`config.mk`:
```
export PLATFORM = sky130hd
export DESIGN_NAME = float_rounder
export DESIGN_NICKNAME = d
export VERILOG_FILES = /design/src/rtl/fpu_pkg.sv /design/src/rtl/float_round_inc.sv /design/src/rtl/float_rounder.sv
export SDC_FILE = /design/constraint.sdc
export NUM_CORES = 1
export LEC_CHECK = 0
export CAP_MARGIN = 20
export CORE_ASPECT_RATIO = 0.5
export CORE_UTILIZATION = 45
export DETAILED_ROUTE_END_ITERATION = 10
export GPL_TIMING_DRIVEN = 0
export PLACE_DENSITY = 0.81
export SYNTH_ARGS = -nofsm -noshare
export SYNTH_HDL_FRONTEND = slang
export SYNTH_SLANG_ARGS = --single-unit
```
`constraint.sdc`:
```
create_clock -name clk -period 4.7 [get_ports clk]
set_input_delay 0.94 -clock clk [delete_from_list [all_inputs] [get_ports clk]]
set_output_delay 0.94 -clock clk [all_outputs]
set_load 0.1 [all_outputs]
```
`src/rtl/fpu_pkg.sv`:
```
// ----------------------------------------------------------------------------
// fpu_pkg
// Shared types and constants for the single-precision rounding datapath:
// rounding-mode encoding, fflags bit positions, special encodings, the
// rounder FSM state and operand class enums, and the overflow-direction helper.
// ----------------------------------------------------------------------------
package fpu_pkg;

    typedef enum logic [2:0] {
        RM_RNE = 3'b000,
        RM_RTZ = 3'b001,
        RM_RDN = 3'b010,
        RM_RUP = 3'b011,
        RM_RMM = 3'b100
    } rm_e;

    // fflags = {NV, DZ, OF, UF, NX}
    localparam int FF_NX = 0;
    localparam int FF_UF = 1;
    localparam int FF_OF = 2;
    localparam int FF_DZ = 3;
    localparam int FF_NV = 4;

    localparam logic [9:0]  EXP_INF    = 10'h0FF;
    localparam logic [31:0] CANON_NAN  = 32'h7FC00000;
    localparam logic [31:0] MAX_FINITE = 32'h7F7FFFFF;

    typedef enum logic [1:0] {
        ST_IDLE,
        ST_CAPTURE,
        ST_SHIFT,
        ST_ROUND
    } state_e;

    // Operand class, decided once in CAPTURE so later shifting cannot
    // disturb it (a long subnormal shift can leave the mantissa all zero).
    typedef enum logic [1:0] {
        CLS_NORMAL,
        CLS_TINY,
        CLS_ZERO,
        CLS_SPECIAL
    } class_e;

    // On overflow: does the rounding direction reach infinity, or stop at
    // the largest finite magnitude? Reserved modes behave as RNE.
    function automatic logic overflow_to_inf(input logic sign, input logic [2:0] rm);
        case (rm)
            RM_RTZ:  return 1'b0;
            RM_RDN:  return sign;
            RM_RUP:  return ~sign;
            default: return 1'b1;
        endcase
    endfunction

endpackage

```
`src/rtl/float_round_inc.sv`:
```
// ----------------------------------------------------------------------------
// float_round_inc
// Combinational increment decision for IEEE-754 rounding.
//   sign   : operand sign
//   rm     : rounding mode (reserved codes behave as RNE)
//   lsb    : least significant kept mantissa bit (for ties-to-even)
//   round  : guard bit just below the lsb
//   sticky : OR of every bit below the guard bit
//   inc    : 1 when the kept mantissa must be incremented by one ulp
// ----------------------------------------------------------------------------
module float_round_inc
    import fpu_pkg::*;
(
    input  logic       sign,
    input  logic [2:0] rm,
    input  logic       lsb,
    input  logic       round,
    input  logic       sticky,
    output logic       inc
);

    always_comb begin
        // NOTE: a default before the case keeps every path assigned, so no latch is inferred.
        inc = 1'b0;
        case (rm)
            RM_RTZ:  inc = 1'b0;
            RM_RDN:  inc = sign & (round | sticky);
            RM_RUP:  inc = ~sign & (round | sticky);
            RM_RMM:  inc = round;
            default: inc = round & (sticky | lsb);
        endcase
    end

endmodule

```
`src/rtl/float_rounder.sv`:
```
// ----------------------------------------------------------------------------
// float_rounder
// Multi-cycle rounder producing an IEEE-754 single from an unrounded
// mantissa/exponent with guard and sticky bits.
//
// FSM: IDLE -> CAPTURE -> (SHIFT) -> ROUND -> IDLE. A load in any state
// aborts the current operation and restarts from CAPTURE.
//
// Build option FLOAT_ROUNDER_SUBNORMAL_EN:
//   defined   : tiny operands are denormalised in SHIFT, one right shift per
//               cycle, min(1-exp_in, MAX_SHIFT) cycles, then rounded.
//   undefined : tiny operands flush to signed zero with UF|NX; no SHIFT state.
//
// Ports
//   clk, reset          clock (rising edge), asynchronous active-high reset
//   load                one-cycle operand capture pulse
//   man_in[23:0]        mantissa, hidden bit at [23]
//   exp_in[9:0]         biased exponent, two's complement
//   sgn_in              sign
//   round_bit           guard bit
//   sticky_bit          sticky bit
//   final_res           special result, passed through without rounding
//   IV, DZ              upstream invalid / divide-by-zero flags
//   rm[2:0]             rounding mode
//   result[31:0]        rounded single-precision result
//   fflags[4:0]         {NV, DZ, OF, UF, NX}
//   valid               one-cycle result pulse
//   busy                operation in flight
// ----------------------------------------------------------------------------
module float_rounder
    import fpu_pkg::*;
#(
    parameter int MAX_SHIFT = 25
) (
    input  logic        clk,
    input  logic        reset,
    input  logic        load,
    input  logic [23:0] man_in,
    input  logic [9:0]  exp_in,
    input  logic        sgn_in,
    input  logic        round_bit,
    input  logic        sticky_bit,
    input  logic        final_res,
    input  logic        IV,
    input  logic        DZ,
    input  logic [2:0]  rm,
    output logic [31:0] result,
    output logic [4:0]  fflags,
    output logic        valid,
    output logic        busy
);

    state_e      state;
    class_e      cls_r;
    class_e      cls_next;
    logic [23:0] man_r;
    logic [9:0]  exp_r;
    logic        sgn_r;
    logic        rb_r;
    logic        sb_r;
    logic        fr_r;
    logic        iv_r;
    logic        dz_r;
    logic [2:0]  rm_r;

    logic        round_up;
    logic        inexact;
    logic        frac_carry;
    logic [22:0] frac_sum;
    logic [9:0]  exp_post;
    logic [31:0] res_next;
    logic [4:0]  flags_next;

`ifdef FLOAT_ROUNDER_SUBNORMAL_EN
    localparam int CNT_W = $clog2(MAX_SHIFT + 1);

    logic [CNT_W-1:0] shift_cnt;
    logic [CNT_W-1:0] shift_amt;
    logic [10:0]      shift_need;

    // Only evaluated for tiny operands (exp <= 0), so 1 - exp is positive.
    assign shift_need = 11'd1 - {exp_r[9], exp_r};
    assign shift_amt  = (shift_need > 11'(MAX_SHIFT)) ? CNT_W'(MAX_SHIFT)
                                                      : shift_need[CNT_W-1:0];
`endif

    // Classification of the captured operand.
    always_comb begin
        cls_next = CLS_NORMAL;
        if (fr_r)
            cls_next = CLS_SPECIAL;
        else if (man_r == '0)
            cls_next = CLS_ZERO;
        else if (exp_r[9] || exp_r == '0)
            cls_next = CLS_TINY;
    end

    float_round_inc u_round_inc (
        .sign   (sgn_r),
        .rm     (rm_r),
        .lsb    (man_r[0]),
        .round  (rb_r),
        .sticky (sb_r),
        .inc    (round_up)
    );

    // Adding on the 23-bit fraction: a carry out means the mantissa wrapped
    // from 0xFFFFFF to 0x800000 (exponent + 1), or that a subnormal became
    // the smallest normal (exponent field 1). frac_sum is already 0 then.
    assign {frac_carry, frac_sum} = {1'b0, man_r[22:0]} + {23'b0, round_up};
    assign inexact  = rb_r | sb_r;
    // Normal operands have exp_r in 1..511, so this cannot wrap.
    assign exp_post = exp_r + {9'b0, frac_carry};

    always_comb begin
        res_next           = {sgn_r, 31'b0};
        flags_next         = '0;
        flags_next[FF_NV]  = iv_r;
        flags_next[FF_DZ]  = dz_r & ~iv_r;
        case (cls_r)
            CLS_SPECIAL: begin
                if (exp_r == EXP_INF && man_r[22])
                    res_next = CANON_NAN;
                else if (exp_r == EXP_INF && man_r == 24'h800000)
                    res_next = {sgn_r, 8'hFF, 23'b0};
                else if (man_r == '0)
                    res_next = {sgn_r, 31'b0};
                else
                    res_next = {sgn_r, exp_r[7:0], man_r[22:0]};
            end
            CLS_ZERO: begin
                res_next = {sgn_r, 31'b0};
            end
            CLS_TINY: begin
`ifdef FLOAT_ROUNDER_SUBNORMAL_EN
                // Tininess was decided before rounding, so UF needs only inexact.
                res_next          = {sgn_r, 7'b0, frac_carry, frac_sum};
                flags_next[FF_UF] = inexact;
                flags_next[FF_NX] = inexact;
`else
                res_next          = {sgn_r, 31'b0};
                flags_next[FF_UF] = 1'b1;
                flags_next[FF_NX] = 1'b1;
`endif
            end
            default: begin
                if (exp_post >= 10'd255) begin
                    res_next = overflow_to_inf(sgn_r, rm_r) ? {sgn_r, 8'hFF, 23'b0}
                                                            : {sgn_r, MAX_FINITE[30:0]};
                    flags_next[FF_OF] = 1'b1;
                    flags_next[FF_NX] = 1'b1;
                end else begin
                    res_next          = {sgn_r, exp_post[7:0], frac_sum};
                    flags_next[FF_NX] = inexact;
                end
            end
        endcase
    end

    always_ff @(posedge clk or posedge reset) begin
        if (reset) begin
            state  <= ST_IDLE;
            cls_r  <= CLS_NORMAL;
            man_r  <= '0;
            exp_r  <= '0;
            sgn_r  <= 1'b0;
            rb_r   <= 1'b0;
            sb_r   <= 1'b0;
            fr_r   <= 1'b0;
            iv_r   <= 1'b0;
            dz_r   <= 1'b0;
            rm_r   <= '0;
            result <= '0;
            fflags <= '0;
            valid  <= 1'b0;
            busy   <= 1'b0;
`ifdef FLOAT_ROUNDER_SUBNORMAL_EN
            shift_cnt <= '0;
`endif
        end else begin
            // NOTE: non-blocking assignments so every register samples pre-edge values.
            valid <= 1'b0;
            if (load) begin
                man_r <= man_in;
                exp_r <= exp_in;
                sgn_r <= sgn_in;
                rb_r  <= round_bit;
                sb_r  <= sticky_bit;
                fr_r  <= final_res;
                iv_r  <= IV;
                dz_r  <= DZ;
                rm_r  <= rm;
                busy  <= 1'b1;
                state <= ST_CAPTURE;
            end else begin
                case (state)
                    ST_CAPTURE: begin
                        cls_r <= cls_next;
`ifdef FLOAT_ROUNDER_SUBNORMAL_EN
                        if (cls_next == CLS_TINY) begin
                            shift_cnt <= shift_amt;
                            state     <= ST_SHIFT;
                        end else begin
                            state <= ST_ROUND;
                        end
`else
                        state <= ST_ROUND;
`endif
                    end
`ifdef FLOAT_ROUNDER_SUBNORMAL_EN
                    ST_SHIFT: begin
                        // The old guard bit joins sticky; the mantissa lsb becomes the guard.
                        man_r     <= man_r >> 1;
                        rb_r      <= man_r[0];
                        sb_r      <= sb_r | rb_r;
                        shift_cnt <= shift_cnt - CNT_W'(1);
                        if (shift_cnt == CNT_W'(1))
                            state <= ST_ROUND;
                    end
`endif
                    ST_ROUND: begin
                        result <= res_next;
                        fflags <= flags_next;
                        valid  <= 1'b1;
                        busy   <= 1'b0;
                        state  <= ST_IDLE;
                    end
                    default: state <= ST_IDLE;
                endcase
            end
        end
    end

endmodule

```
==> results.cfg <==
[finish]
final_area_sq_um = 6070
layout-drive-gt1-share = 0.182
fin_util = 0.624
antenna-diode-count = 0
final_cells = 694
final_cell_mix = dfrtp_1, clkdlybuf4s50_1, nand2_1, mux2_2, o21ai_0
nets = 608
area_growth_syn_to_layout_pct = 30.8
mostFrequentLayoutCell = dfrtp_1

[synthesis]
ys_async_sr_fraction = 1.00
synth_nets = 510
avgSynthCellArea_sq_um = 10.2
synth_edf_count = 0
yosys_warnings = 0
synth_cells = 456
ys_seq_elements = 86
synth_area_leader_cell = dfrtp_1
synthTopCellsByArea = dfrtp_1, mux2_2, nand2_1
netlist_area_sq_um = 4640
netlist-cell-type-count = 57
synth.yosys.seq_area_share = 0.464
synth_top_area_share = 0.464
synth-main-ff-cell = dfrtp_1

[floorplanning]
initial_core_util = 0.477
die_w_um = 146
ioPinCount = 85
die_h_um = 73.8
row_count = 25
die_area_sq_um = 10700
core_area_sq_um = 9730

[routing]
wl_per_cell_um = 18.7
vias = 4130
drc = 0
dr.pass1.iters = 7
routed_wl_um = 13000
drtAntennaViolNets = 0
post_drt_via_cell_ratio = 5.95
first_iter_violations = 391

[setup_path]
crit_fanout = 10
crit_arrival_ns = 4.69
required_ns = 4.91
r2r_cells = 20
startpoint = rm_r[1]
worstReg2RegEnd = result[7]
critPathKind = flip-flop to flip-flop
cp-start-kind = flip-flop
rr_startpoint = rm_r[1]
rrSetupSlack_ns = 0.22
endpoint_kind = flip-flop

[cts]
cts_made_buffers = 9
clk_path_buf_depth = 2
holdBufCountCts = 0
cts_sinks = 86
cts_tree = built
clk_latency_ns = 0.35
clkTransAtPathRegs_ns = 0.06
root_buffer = clkbuf_16
htreeDepth = 3

[place]
port_buffers = 83
place_area_sq_um = 5670
post-place-ws_ns = -0.297
routabilityCongestion = 0.913
dp.cells = 675
dpl.hpwl_um = 9210

[power_and_ir_drop]
leakage_nw = 2.45
power_mw = 3.23
power.density_nw_per_um2 = 533
ir_drop_mv = 0.267

[grt]
grt_pass1_wl_um = 20700
antenna_found_initial = 0
grt_max_degree = 47
grt_use_total = 0.252
grt_overflow = 0
grt_pass1_vias = 3991

[outcome]
status = finished, final reports clean

[sta]
grt_setup_unrepaired = no
slew_viol_final = 0
finalCritPeriodShare = 0.953
tightest_slew_ns = 0.992
final.setup_skew_ns = 0.00799
timing.fmax_mhz = 223
max-slew-margin-rel = 0.337
setup_viol = 0
holdWs_ns = 0.488
min_period_ns = 4.48
finalSetupTns_ns = 0
hold_viol_final = 0
fin_ws_ns = 0.221

[hold_path]
holdCritStartpoint = fflags[3]
whs_path_depth = 2
hp-class = flip-flop to flip-flop
whs_endpoint = fflags[3]

[job]
maxCapViolCount = 0
-- cells in the mapped netlist (9+ instances only) --
cell,number
clkbuf_1,22
o21ai_0,31
inv_1,11
o221ai_1,11
mux2_2,38
nor4_1,13
nand4_1,9
a22oi_1,15
nand2_1,60
a21oi_1,12
nand3_1,17
dfrtp_1,86
nor2_1,13
o211ai_2,10
-- critical path, cell delays in order (launching register included) --
cell	delay [ns]
dfrtp_1	0.40
nor2b_1	0.15
xnor2_1	0.20
o41ai_1	0.10
o21ai_1	0.13
o21a_2	0.21
ha_4	0.16
nand3_4	0.10
or4_4	0.59
nor4_4	0.18
ha_2	0.23
ha_1	0.13
buf_4	0.15
nand2_1	0.08
or3_1	0.35
a311o_1	0.37
o21a_1	0.21
buf_6	0.15
o21ai_4	0.17
buf_8	0.18
o211ai_2	0.10
-- metal layers --
layer  up-vias  wire length (um)  part of all wire  GRT usage
li1       1897                 -                 -          -
met5         -                 0                 0          0
met3        27              1170             0.090     0.0739
met2       192              5780              0.45      0.398
met1      2014              5780              0.45      0.339
met4         0               223             0.017     0.0795
-- worst max-delay path by stage --
stage	depth (start not counted)	end	slack, ns
detailed placement	19	result[12]	-0.30
global route	19	result[22]	0.005
floorplan	17	result[30]	0.43
CTS	17	result[30]	0.03
global placement	19	result[17]	-0.24
finish	20	result[7]	0.22
-- layout make-up --
| cell class | count | area (sq um) |
|---|---|---|
| Fill cell | 784 | 3660 |
| Multi-Input combinational cell | 325 | 2370 |
| Sequential cell | 86 | 2150 |
| Timing Repair Buffer | 87 | 881 |
| Clock buffer | 12 | 246 |
| Buffer | 34 | 181 |
| Tap cell | 135 | 169 |
| Inverter | 11 | 43.8 |
| Clock inverter | 4 | 22.5 |
-- cells by family after synthesis --
| logic type | Yosys count | share of synthesized area |
|---|---|---|
| AOI/OAI and AO/OA | 118 | 0.192 |
| xor gates and xnor gates | 11 | 0.0208 |
| adders and majority gates | 8 | 0.0216 |
| buffers and inverters | 45 | 0.0459 |
| DFF | 86 | 0.464 |
| muxes | 38 | 0.0923 |
| and+or+nand+nor | 150 | 0.164 |
-- state kept, by name (all words and copies together) (netlist names), 2 cells and up --
register / count
fflags: 5
result: 32
state: 2
man_r: 24
exp_r: 10
rm_r: 3
cls_r: 2
-- power by group --
part	internal (mW)	switching (mW)	total [mW]
Sequential	0.898	0.127	1.03
Combinational	0.404	1.14	1.54
Clock	0.370	0.294	0.664
-- timing repair --
action	4_1_cts	5_1_grt
resized for setup	12	12
gates cloned	0	0
setup endpoints to repair	32	30
buffers inserted	1	2
pin swaps	3	7
Power figures use the tool's default switching activity.
